--- src/rtl/instruction_fetch_unit.sv ---
// Fetch stage: owns the PC, issues one-at-a-time reads to instruction memory,
// buffers returned instructions with their PCs and presents them to decode.
module instruction_fetch_unit #(
    parameter int unsigned     PC_W     = 8,
    parameter int unsigned     DEPTH    = 2,
    parameter logic [PC_W-1:0] RESET_PC = '0
) (
    input  logic            clk,
    input  logic            rst_n,
    input  logic            fetch_en,
    output logic            imem_req,
    output logic [PC_W-1:0] imem_addr,
    input  logic            imem_ack,
    input  logic [7:0]      imem_rdata,
    output logic            ins_valid,
    input  logic            ins_ready,
    output logic [7:0]      instruction,
    output logic [PC_W-1:0] ins_pc,
    input  logic            redirect,
    input  logic [PC_W-1:0] redirect_pc,
    output logic [1:0]      dbg_state
);

    // Memory side: imem_req/imem_addr are held from request start until the
    // cycle imem_ack=1; an ack while imem_req=0 is ignored. Decode side: an
    // entry moves when ins_valid & ins_ready, and the head is stable otherwise.
    localparam int unsigned PTR_W = (DEPTH > 1) ? $clog2(DEPTH) : 1;
    localparam int unsigned CNT_W = $clog2(DEPTH + 1);

    typedef enum logic [1:0] {
        S_IDLE = 2'd0,
        S_WAIT = 2'd1,
        S_DROP = 2'd2
    } state_e;

    state_e           state_q;
    logic [PC_W-1:0]  fetch_pc_q;
    logic [PC_W-1:0]  addr_q;
    logic             req_q;

    logic [7:0]       ins_mem_q [DEPTH];
    logic [PC_W-1:0]  pc_mem_q  [DEPTH];
    logic [PTR_W-1:0] wr_ptr_q;
    logic [PTR_W-1:0] rd_ptr_q;
    logic [CNT_W-1:0] count_q;

    logic             ack_acc;
    logic             push;
    logic             pop;
    logic             room;
    logic [CNT_W-1:0] count_next;
    logic [PC_W-1:0]  drop_target;

    always_comb begin
        ack_acc     = req_q & imem_ack;
        push        = ack_acc & (state_q == S_WAIT) & ~redirect;
        pop         = (count_q != '0) & ins_ready & ~redirect;
        count_next  = redirect ? '0 : (count_q + CNT_W'(push) - CNT_W'(pop));
        // A request only starts when its eventual push already has a slot.
        room        = fetch_en & (count_next < CNT_W'(DEPTH));
        drop_target = redirect ? redirect_pc : fetch_pc_q;
    end

    always_ff @(posedge clk or negedge rst_n) begin
        if (!rst_n) begin
            state_q    <= S_IDLE;
            fetch_pc_q <= RESET_PC;
            req_q      <= 1'b0;
            addr_q     <= RESET_PC;
        end else begin
            case (state_q)
                S_IDLE: begin
                    if (redirect) begin
                        fetch_pc_q <= redirect_pc;
                        if (fetch_en) begin
                            state_q <= S_WAIT;
                            req_q   <= 1'b1;
                            addr_q  <= redirect_pc;
                        end
                    end else if (room) begin
                        state_q <= S_WAIT;
                        req_q   <= 1'b1;
                        addr_q  <= fetch_pc_q;
                    end
                end
                S_WAIT: begin
                    if (redirect) begin
                        fetch_pc_q <= redirect_pc;
                        if (!ack_acc) begin
                            state_q <= S_DROP;
                        end else if (fetch_en) begin
                            addr_q <= redirect_pc;
                        end else begin
                            state_q <= S_IDLE;
                            req_q   <= 1'b0;
                        end
                    end else if (ack_acc) begin
                        fetch_pc_q <= addr_q + PC_W'(1);
                        if (room) begin
                            addr_q <= addr_q + PC_W'(1);
                        end else begin
                            state_q <= S_IDLE;
                            req_q   <= 1'b0;
                        end
                    end
                end
                S_DROP: begin
                    // Wrong-path request still in flight; the latest redirect wins.
                    if (redirect) begin
                        fetch_pc_q <= redirect_pc;
                    end
                    if (ack_acc) begin
                        if (fetch_en) begin
                            state_q <= S_WAIT;
                            addr_q  <= drop_target;
                        end else begin
                            state_q <= S_IDLE;
                            req_q   <= 1'b0;
                        end
                    end
                end
                default: begin
                    state_q <= S_IDLE;
                    req_q   <= 1'b0;
                end
            endcase
        end
    end

    always_ff @(posedge clk or negedge rst_n) begin
        if (!rst_n) begin
            wr_ptr_q <= '0;
            rd_ptr_q <= '0;
            count_q  <= '0;
        end else if (redirect) begin
            wr_ptr_q <= '0;
            rd_ptr_q <= '0;
            count_q  <= '0;
        end else begin
            if (push) begin
                wr_ptr_q <= wr_ptr_q + PTR_W'(1);
            end
            if (pop) begin
                rd_ptr_q <= rd_ptr_q + PTR_W'(1);
            end
            count_q <= count_next;
        end
    end

    always_ff @(posedge clk) begin
        if (push) begin
            ins_mem_q[wr_ptr_q] <= imem_rdata;
            pc_mem_q[wr_ptr_q]  <= addr_q;
        end
    end

    assign imem_req    = req_q;
    assign imem_addr   = addr_q;
    assign ins_valid   = (count_q != '0);
    assign instruction = ins_mem_q[rd_ptr_q];
    assign ins_pc      = pc_mem_q[rd_ptr_q];
    assign dbg_state   = state_q;

endmodule
--- config.mk ---
export PLATFORM = sky130hd
export DESIGN_NAME = instruction_fetch_unit
export DESIGN_NICKNAME = d
export VERILOG_FILES = /design/src/rtl/instruction_fetch_unit.sv
export SDC_FILE = /design/constraint.sdc
export NUM_CORES = 1
export LEC_CHECK = 0
export ABC_AREA = 1
export CELL_PAD_IN_SITES_DETAIL_PLACEMENT = 1
export CELL_PAD_IN_SITES_GLOBAL_PLACEMENT = 2
export CORE_MARGIN = 3
export CORE_UTILIZATION = 34
export CTS_CLUSTER_SIZE = 40
export DETAILED_ROUTE_END_ITERATION = 8
export PLACE_DENSITY = 0.91
export SETUP_SLACK_MARGIN = 0.15
export SYNTH_ARGS = -nofsm -noshare
export SYNTH_HDL_FRONTEND = slang
export SYNTH_SLANG_ARGS = --single-unit
--- constraint.sdc ---
create_clock -name clk -period 5 [get_ports clk]
set_input_delay 1.5 -clock clk [delete_from_list [all_inputs] [get_ports clk]]
set_output_delay 1.5 -clock clk [all_outputs]
set_load 0.02 [all_outputs]
==> summary.md, run 1 <==
| Metric | Value |
|---|---|
| I/O Buffers | 49 |
| # DRC | 0 |
| Int Pwr | 1.12 mW |
| CP dominant cell by count | nand2_1 |
| CTS tree | yes |
| Share of cells above drive strength 1 | 0.0883 |
| RSZ-0062 raised after global routing | false |
| Fmax | 254 MHz |
| Startpoint Class | flip-flop |
| Via count | 2604 |
| Combinational fraction of design power | 0.529 |
| Worst path arrival time | 2440 ps |
| Post-CTS setup buffers | 0 |
| Setup CP Type | flip-flop to output pin |
| Clock period minus worst slack | 3940 ps |
| Sequential fraction of the synthesis area | 0.500 |
| CP Capture Type | output pin |
| Worst path max stage delay | 710 ps |
| Hold Path Class | flip-flop to flip-flop |
| Non-Filler Instances | 527 |
| Die ar. | 10200 um^2 |
| Slew HR | 0.268 |
| Die Y-Extent | 101 um |
| Number of enable flip-flop cells after synthesis | 32 |
| Detailed Routing Iterations Pass 1 | 4 |
| DP Wirelength | 5950 um |
| Die W | 101 um |
| Net Sw Frac | 0.457 |
| Slew Viols, Final | 0 |
| Cells after DPL | 519 |
| Sequential share of power | 0.347 |
| Final setup vio count | 0 |
| Post-synth top area share | 0.313 |
| PostCTS Resize Cnt | 0 |
| First DRT Iteration DRCs | 115 |
| Leakage | 1.67 nW |
| Post-synth cell types | 37 |
| CTS buffer count | 5 |
| Synth async-reset ratio | 0.418 |
| Synthesized area per cell | 8.35 um^2 |
| Cells after Synth | 368 |
| Routed WL | 7950 um |
| Critical path origin | rd_ptr_q |
| Worst-path fanout max | 18 |
| Net Sw Power | 0.942 mW |
| Largest net degree at the start of global routing | 23 |
| Yosys warning count | 0 |
| Core area | 8760 um^2 |
| Placer Congestion | 0.809 |
| Dominant synthesized flop cell | edfxtp_1 |
| Measured slew at the worst slew-check pin | 1090 ps |
| Crit path cell chain | clkinv_1 -> nand2_1 -> nand2_1 -> clkdlybuf4s50_1 |
| Area leader, netlist | edfxtp_1 |
| Total Routing Usage GR | 0.165 |
| Synth-to-layout area growth | 22.5% |
| Overflow after GRT | 0 |
| Clk Latency, worst-skew pair | 310 ps |
| Clk slew on worst S/H paths | 100 ps |
| Nets | 447 |
| Clock power frac | 0.124 |
| Max-cap violations | 0 |
| Status | finished clean |
| #FFs+latches synth | 55 |
| Max clock buf depth | 2 |
| Number of diodes | 0 |
| Syn nets | 397 |
| Worst Skew | 7.21 ps |
| Vias in the first global route | 2700 |
| CTS Sinks | 55 |
| DR vias/cell | 4.94 |
| First-pass GRT wire length | 13400 um |
| WP data required | 3500 ps |
| R2r startpoint | dbg_state[1] |
| Post-DRT Antenna Nets | 0 |
| R2R setup slack | 2080 ps |
| CTS root buf | clkbuf_8 |
| Worst R2R End | imem_addr[0] |
| Slowest CP cell | dfrtp_1 |
| Initial Util | 0.351 |
| Main area contributors after synthesis | edfxtp_1 (31%), dfrtp_1 (19%), nand2_1 (18%) |
| Cts hold-fix bufs | 0 |
| Setup tns final | 0 ps |
| Synthesized cell area | 3070 um^2 |
| Max H-tree Level | 2 |
| Site Rows | 34 |
| Power per cell area | 547 nW/um^2 |
| Reg2reg path depth | 16 |
| Final Hold Viols | 0 |
| Crit path to | ins_pc[4] |
| Initial antenna violation count | 0 |
| Ports | 50 |
| Wire per inst | 15.1 um |
| Period utilization | 0.789 |
| VDD IR max | 0.000166 V |
## registers in the layout (all words and copies together) (netlist names)
register	count
ins_mem_q	16
pc_mem_q	16
fetch_pc_q	8
imem_addr	8
count_q	2
dbg_state	2
imem_req	1
rd_ptr_q	1
wr_ptr_q	1
## cell usage after synthesis, types with 4 or more instances
cell,n
a21oi_1,21
a22oi_1,4
dfrtp_1,23
edfxtp_1,32
ha_1,7
inv_1,25
inv_2,5
nand2_1,144
nand3_1,9
nand3_2,5
nor2_1,29
nor3_1,4
o211ai_1,4
o21ai_0,14
## final cells by class
cell class	instances	area (um^2)
fill	1073	5000
inverter	33	124
multi-input combinational	270	1350
clock buffer	5	68.8
tap	108	135
sequential	55	1540
timing repair buffer	53	520
clock inverter	3	28.8
## per-layer routing
| metal | global-route usage | up-vias | wire length, um |
|---|---|---|---|
| met5 | 0 | - | 0 |
| met3 | 0.0221 | 10 | 321 |
| met2 | 0.285 | 53 | 3820 |
| met1 | 0.220 | 1234 | 3690 |
| li1 | - | 1307 | - |
| met4 | 0.0389 | 0 | 117 |
## layout by cell type, fill, tap and decap left out
cell type | Yosys | routed
a211oi_1 | 1 | 1
a21oi_1 | 21 | 21
a21oi_2 | 1 | 1
a21oi_4 | 1 | 1
a22oi_1 | 4 | 4
a31oi_1 | 2 | 2
a41oi_1 | 2 | 2
and2_1 | 1 | 1
buf_4 | 3 | 4
clkbuf_8 | 0 | 5
clkdlybuf4s50_1 | 0 | 49
clkinv_1 | 3 | 3
clkinv_4 | 0 | 2
dfrtp_1 | 23 | 23
edfxtp_1 | 32 | 32
ha_1 | 7 | 7
inv_1 | 25 | 25
inv_2 | 5 | 5
inv_8 | 0 | 1
nand2_1 | 144 | 144
nand2_2 | 3 | 3
nand2_4 | 3 | 3
nand3_1 | 9 | 9
nand3_2 | 5 | 5
nand3b_1 | 1 | 1
nand4_2 | 1 | 1
nor2_1 | 29 | 29
nor2_2 | 1 | 1
nor2_8 | 2 | 2
nor3_1 | 4 | 3
nor3_2 | 0 | 1
o211ai_1 | 4 | 4
o21ai_0 | 14 | 14
o21ai_1 | 2 | 2
o21ai_2 | 1 | 1
o21bai_1 | 2 | 2
o22a_1 | 3 | 3
o22ai_1 | 1 | 1
or2_2 | 1 | 1
## metrics by stage
step	utilization	area (um^2)	hold WS [ps]	total power, mW	setup slack, ps
CTS	0.430	3770	503	2.10	964
finish	0.430	3770	500	2.06	1060
global route	0.430	3770	532	2.26	796
detailed placement	0.419	3670	485	1.82	1030
floorplan	-	3070	460	1.46	1540
global placement	0.419	3670	489	1.79	1130
## power groups by stage
stage | logic (mW) | registers, mW | clock network (mW)
after floorplan | 0.730 | 0.732 | 0
after global placement | 1.07 | 0.718 | 0
after detailed placement | 1.10 | 0.724 | 0
after CTS | 1.11 | 0.715 | 0.274
after global routing | 1.23 | 0.735 | 0.291
final | 1.09 | 0.714 | 0.256
## worst max-delay path: cells and delay by family (launching register included)
kind / cells / cell delay (ps)
buffers and inverters: 2 / 1150
DFF: 1 / 710
and+or+nand+nor: 2 / 290
## cell families after synthesis
family,share of synthesized area
adder cells (fa/ha/maj),0.0285
buffers and inverters,0.0619
flip-flops,0.500
AO/OA/AOI/OAI,0.118
AND/OR/NAND/NOR,0.291
## how the worst min path moves through the flow
stage / startpoint / endpoint / slack [ps] / depth (start not counted)
after global routing: wr_ptr_q / wr_ptr_q / 530 / 1
after global placement: wr_ptr_q / wr_ptr_q / 490 / 1
after CTS: wr_ptr_q / wr_ptr_q / 500 / 1
after floorplan: wr_ptr_q / wr_ptr_q / 460 / 1
final: wr_ptr_q / wr_ptr_q / 500 / 1
after detailed placement: wr_ptr_q / wr_ptr_q / 490 / 1
No activity file was read; power rests on OpenSTA's default activity.
==> inputs of run 2 (changes only) <==
Settings changed: CORE_UTILIZATION 34 to 29, PLACE_DENSITY 0.91 to 0.83.
Clock period 5 ns to 3.22 ns, I/O delays scaled along.
==> run 2 against run 1 <==
Against the previous run:
- sequential cell count did not move
- register-to-register slack got worse by 1400 ps
- non-clock buffer count rose by 7
- hold slack improved by 24 ps
- sequential share of layout area fell by 0.89 points
- cell count rose by 6.1%
- utilization fell by 4.6 points
- sequential power rose by 53%
- wire length rose by 5.6%
==> summary.md, run 2 (synthesized netlist as in run 1, its figures left out) <==
| Metric | Value |
|---|---|
| Status | finished clean |
| Metal-1 WL | 3980 um |
| Combinational fraction of design power | 0.537 |
| Clk slew on worst S/H paths | 110 ps |
| Largest net degree at the start of global routing | 24 |
| R2r startpoint | dbg_state[1] |
| DR top layer | met4 |
| Cts hold-fix bufs | 0 |
| WL met2 | 3980 um |
| Clock period minus worst slack | 2840 ps |
| Synth-to-layout area growth | 25.2% |
| CTS root buf | clkbuf_8 |
| Fmax | 352 MHz |
| Period utilization | 0.883 |
| Placed Area | 3750 um^2 |
| Fin area | 3850 um^2 |
| CTS tree | yes |
| Leakage | 1.71 nW |
| CTS Sinks | 55 |
| # DRC | 0 |
| Worst-path fanout max | 18 |
| Final Hold Viols | 0 |
| Routed WL | 8400 um |
| Final setup vio count | 0 |
| CTS buffer count | 5 |
| Clk Latency, worst-skew pair | 310 ps |
| WL met3 | 390 um |
| Most frequent cells in the layout | nand2_1 (144), clkdlybuf4s50_1 (49), edfxtp_1 (32), nor2_1 (29), inv_1 (25) |
| Initial Util | 0.306 |
| Setup tns final | 0 ps |
| Net Sw Frac | 0.459 |
| Post-CTS setup buffers | 0 |
| Sequential share of power | 0.334 |
| Int Pwr | 1.76 mW |
| Number of diodes | 0 |
| DR vias/cell | 4.72 |
| Reg2reg path depth | 16 |
| Nets | 454 |
| CP dominant cell by count | nand2_1 |
| Via count | 2637 |
| Share of cells above drive strength 1 | 0.103 |
| Buffers and inverters on the worst path | 2 |
| Die Y-Extent | 109 um |
| Vias in the first global route | 2771 |
| Placer Congestion | 0.770 |
| Largest regs | ins_mem_q: 16 flops, pc_mem_q: 16 flops |
| Max H-tree Level | 2 |
| Overflow after GRT | 0 |
| Crit path cell chain | clkinv_1 -> nand2_1 -> nand2_1 -> clkdlybuf4s50_1 |
| First DRT Iteration DRCs | 66 |
| Initial antenna violation count | 0 |
| Worst path max stage delay | 540 ps |
| Core area | 10000 um^2 |
| Worst Min Path Start | fetch_pc_q[5] |
| Power per cell area | 847 nW/um^2 |
| VDD IR max | 0.000312 V |
| Setup CP Type | flip-flop to output pin |
| WP data required | 2250 ps |
| Slew HR | 0.560 |
| Site Rows | 36 |
| Net Sw Power | 1.50 mW |
| Max-cap violations | 0 |
| Hold Crit Depth | 1 |
| Worst R2R End | imem_addr[1] |
| Worst Skew | 13.3 ps |
| Commonest non-fill, non-tap cell in the layout | nand2_1 |
| Final WS setup | 378 ps |
| Die ar. | 11900 um^2 |
| Wire per inst | 15.0 um |
| Max clock buf depth | 2 |
| Measured slew at the worst slew-check pin | 660 ps |
| Ports | 50 |
| Slew Viols, Final | 0 |
| Worst path arrival time | 1880 ps |
| Hold Path Class | flip-flop to flip-flop |
| Clock power frac | 0.129 |
| FILL cells | 1227 |
| Worst Hold Path EP | fetch_pc_q[5] |
| First-pass GRT wire length | 14000 um |
| Total Routing Usage GR | 0.150 |
| DP Wirelength | 6300 um |
| Post-DRT Antenna Nets | 0 |
| R2R setup slack | 690 ps |
| Dpl ws | 40.8 ps |
| CP Capture Type | output pin |
| Startpoint Class | flip-flop |
| Die W | 109 um |
| Detailed Routing Iterations Pass 1 | 4 |
| I/O Buffers | 49 |
| Hold WS | 524 ps |
| Family with the most delay on the worst path | buffers and inverters |
| PostCTS Resize Cnt | 0 |
| Slowest CP cell | clkdlybuf4s50_1 |
| RSZ-0062 raised after global routing | false |
run 2: worst max-delay path by stage:
stage | slack (ps) | startpoint | to | cells after the start
detailed placement | 40 | redirect | imem_addr[1] | 14
finish | 380 | rd_ptr_q | ins_pc[3] | 4
global route | 170 | redirect | imem_addr[1] | 14
CTS | 300 | rd_ptr_q | ins_pc[3] | 4
global placement | 150 | redirect | imem_addr[1] | 14
floorplan | 300 | redirect | ins_mem_q[1][0] | 4
run 2: power by group through the flow:
| stage | sequential (mW) | clock, mW | combinational (mW) |
|---|---|---|---|
| 2_1_floorplan | 1.14 | 0 | 1.13 |
| 3_3_place_gp | 1.10 | 0 | 1.74 |
| 3_5_place_dp | 1.11 | 0 | 1.77 |
| 4_1_cts | 1.09 | 0.434 | 1.77 |
| 5_1_grt | 1.12 | 0.454 | 1.97 |
| 6_report | 1.09 | 0.421 | 1.75 |
run 2: metrics by stage:
| stage | utilization | std cells | power [mW] |
|---|---|---|---|
| after detailed placement | 0.374 | 551 | 2.87 |
| after CTS | 0.383 | 559 | 3.30 |
| final | 0.383 | 559 | 3.26 |
| after floorplan | - | 368 | 2.27 |
| after global routing | 0.383 | 559 | 3.54 |
| after global placement | 0.374 | 551 | 2.84 |
run 2: routing by layer:
layer | GRT usage | vias to the layer above
li1 | - | 1319
met1 | 0.199 | 1258
met2 | 0.262 | 56
met3 | 0.0201 | 4
met4 | 0.0271 | 0
met5 | 0 | -
run 2: area by class of cell:
cell class	count	area, um^2	share of cell area
Sequential cell	55	1540	0.399
Multi-Input combinational cell	270	1350	0.351
Timing Repair Buffer	60	573	0.149
Tap cell	133	166	0.0432
Inverter	33	124	0.0322
Clock buffer	5	68.8	0.0179
Clock inverter	3	28.8	0.00747
==> inputs of run 3 (changes only) <==
Settings changed: CAP_MARGIN from default to 25.
==> results of run 3 <==
Final layout, timing and power as in run 2 (identical DEF).
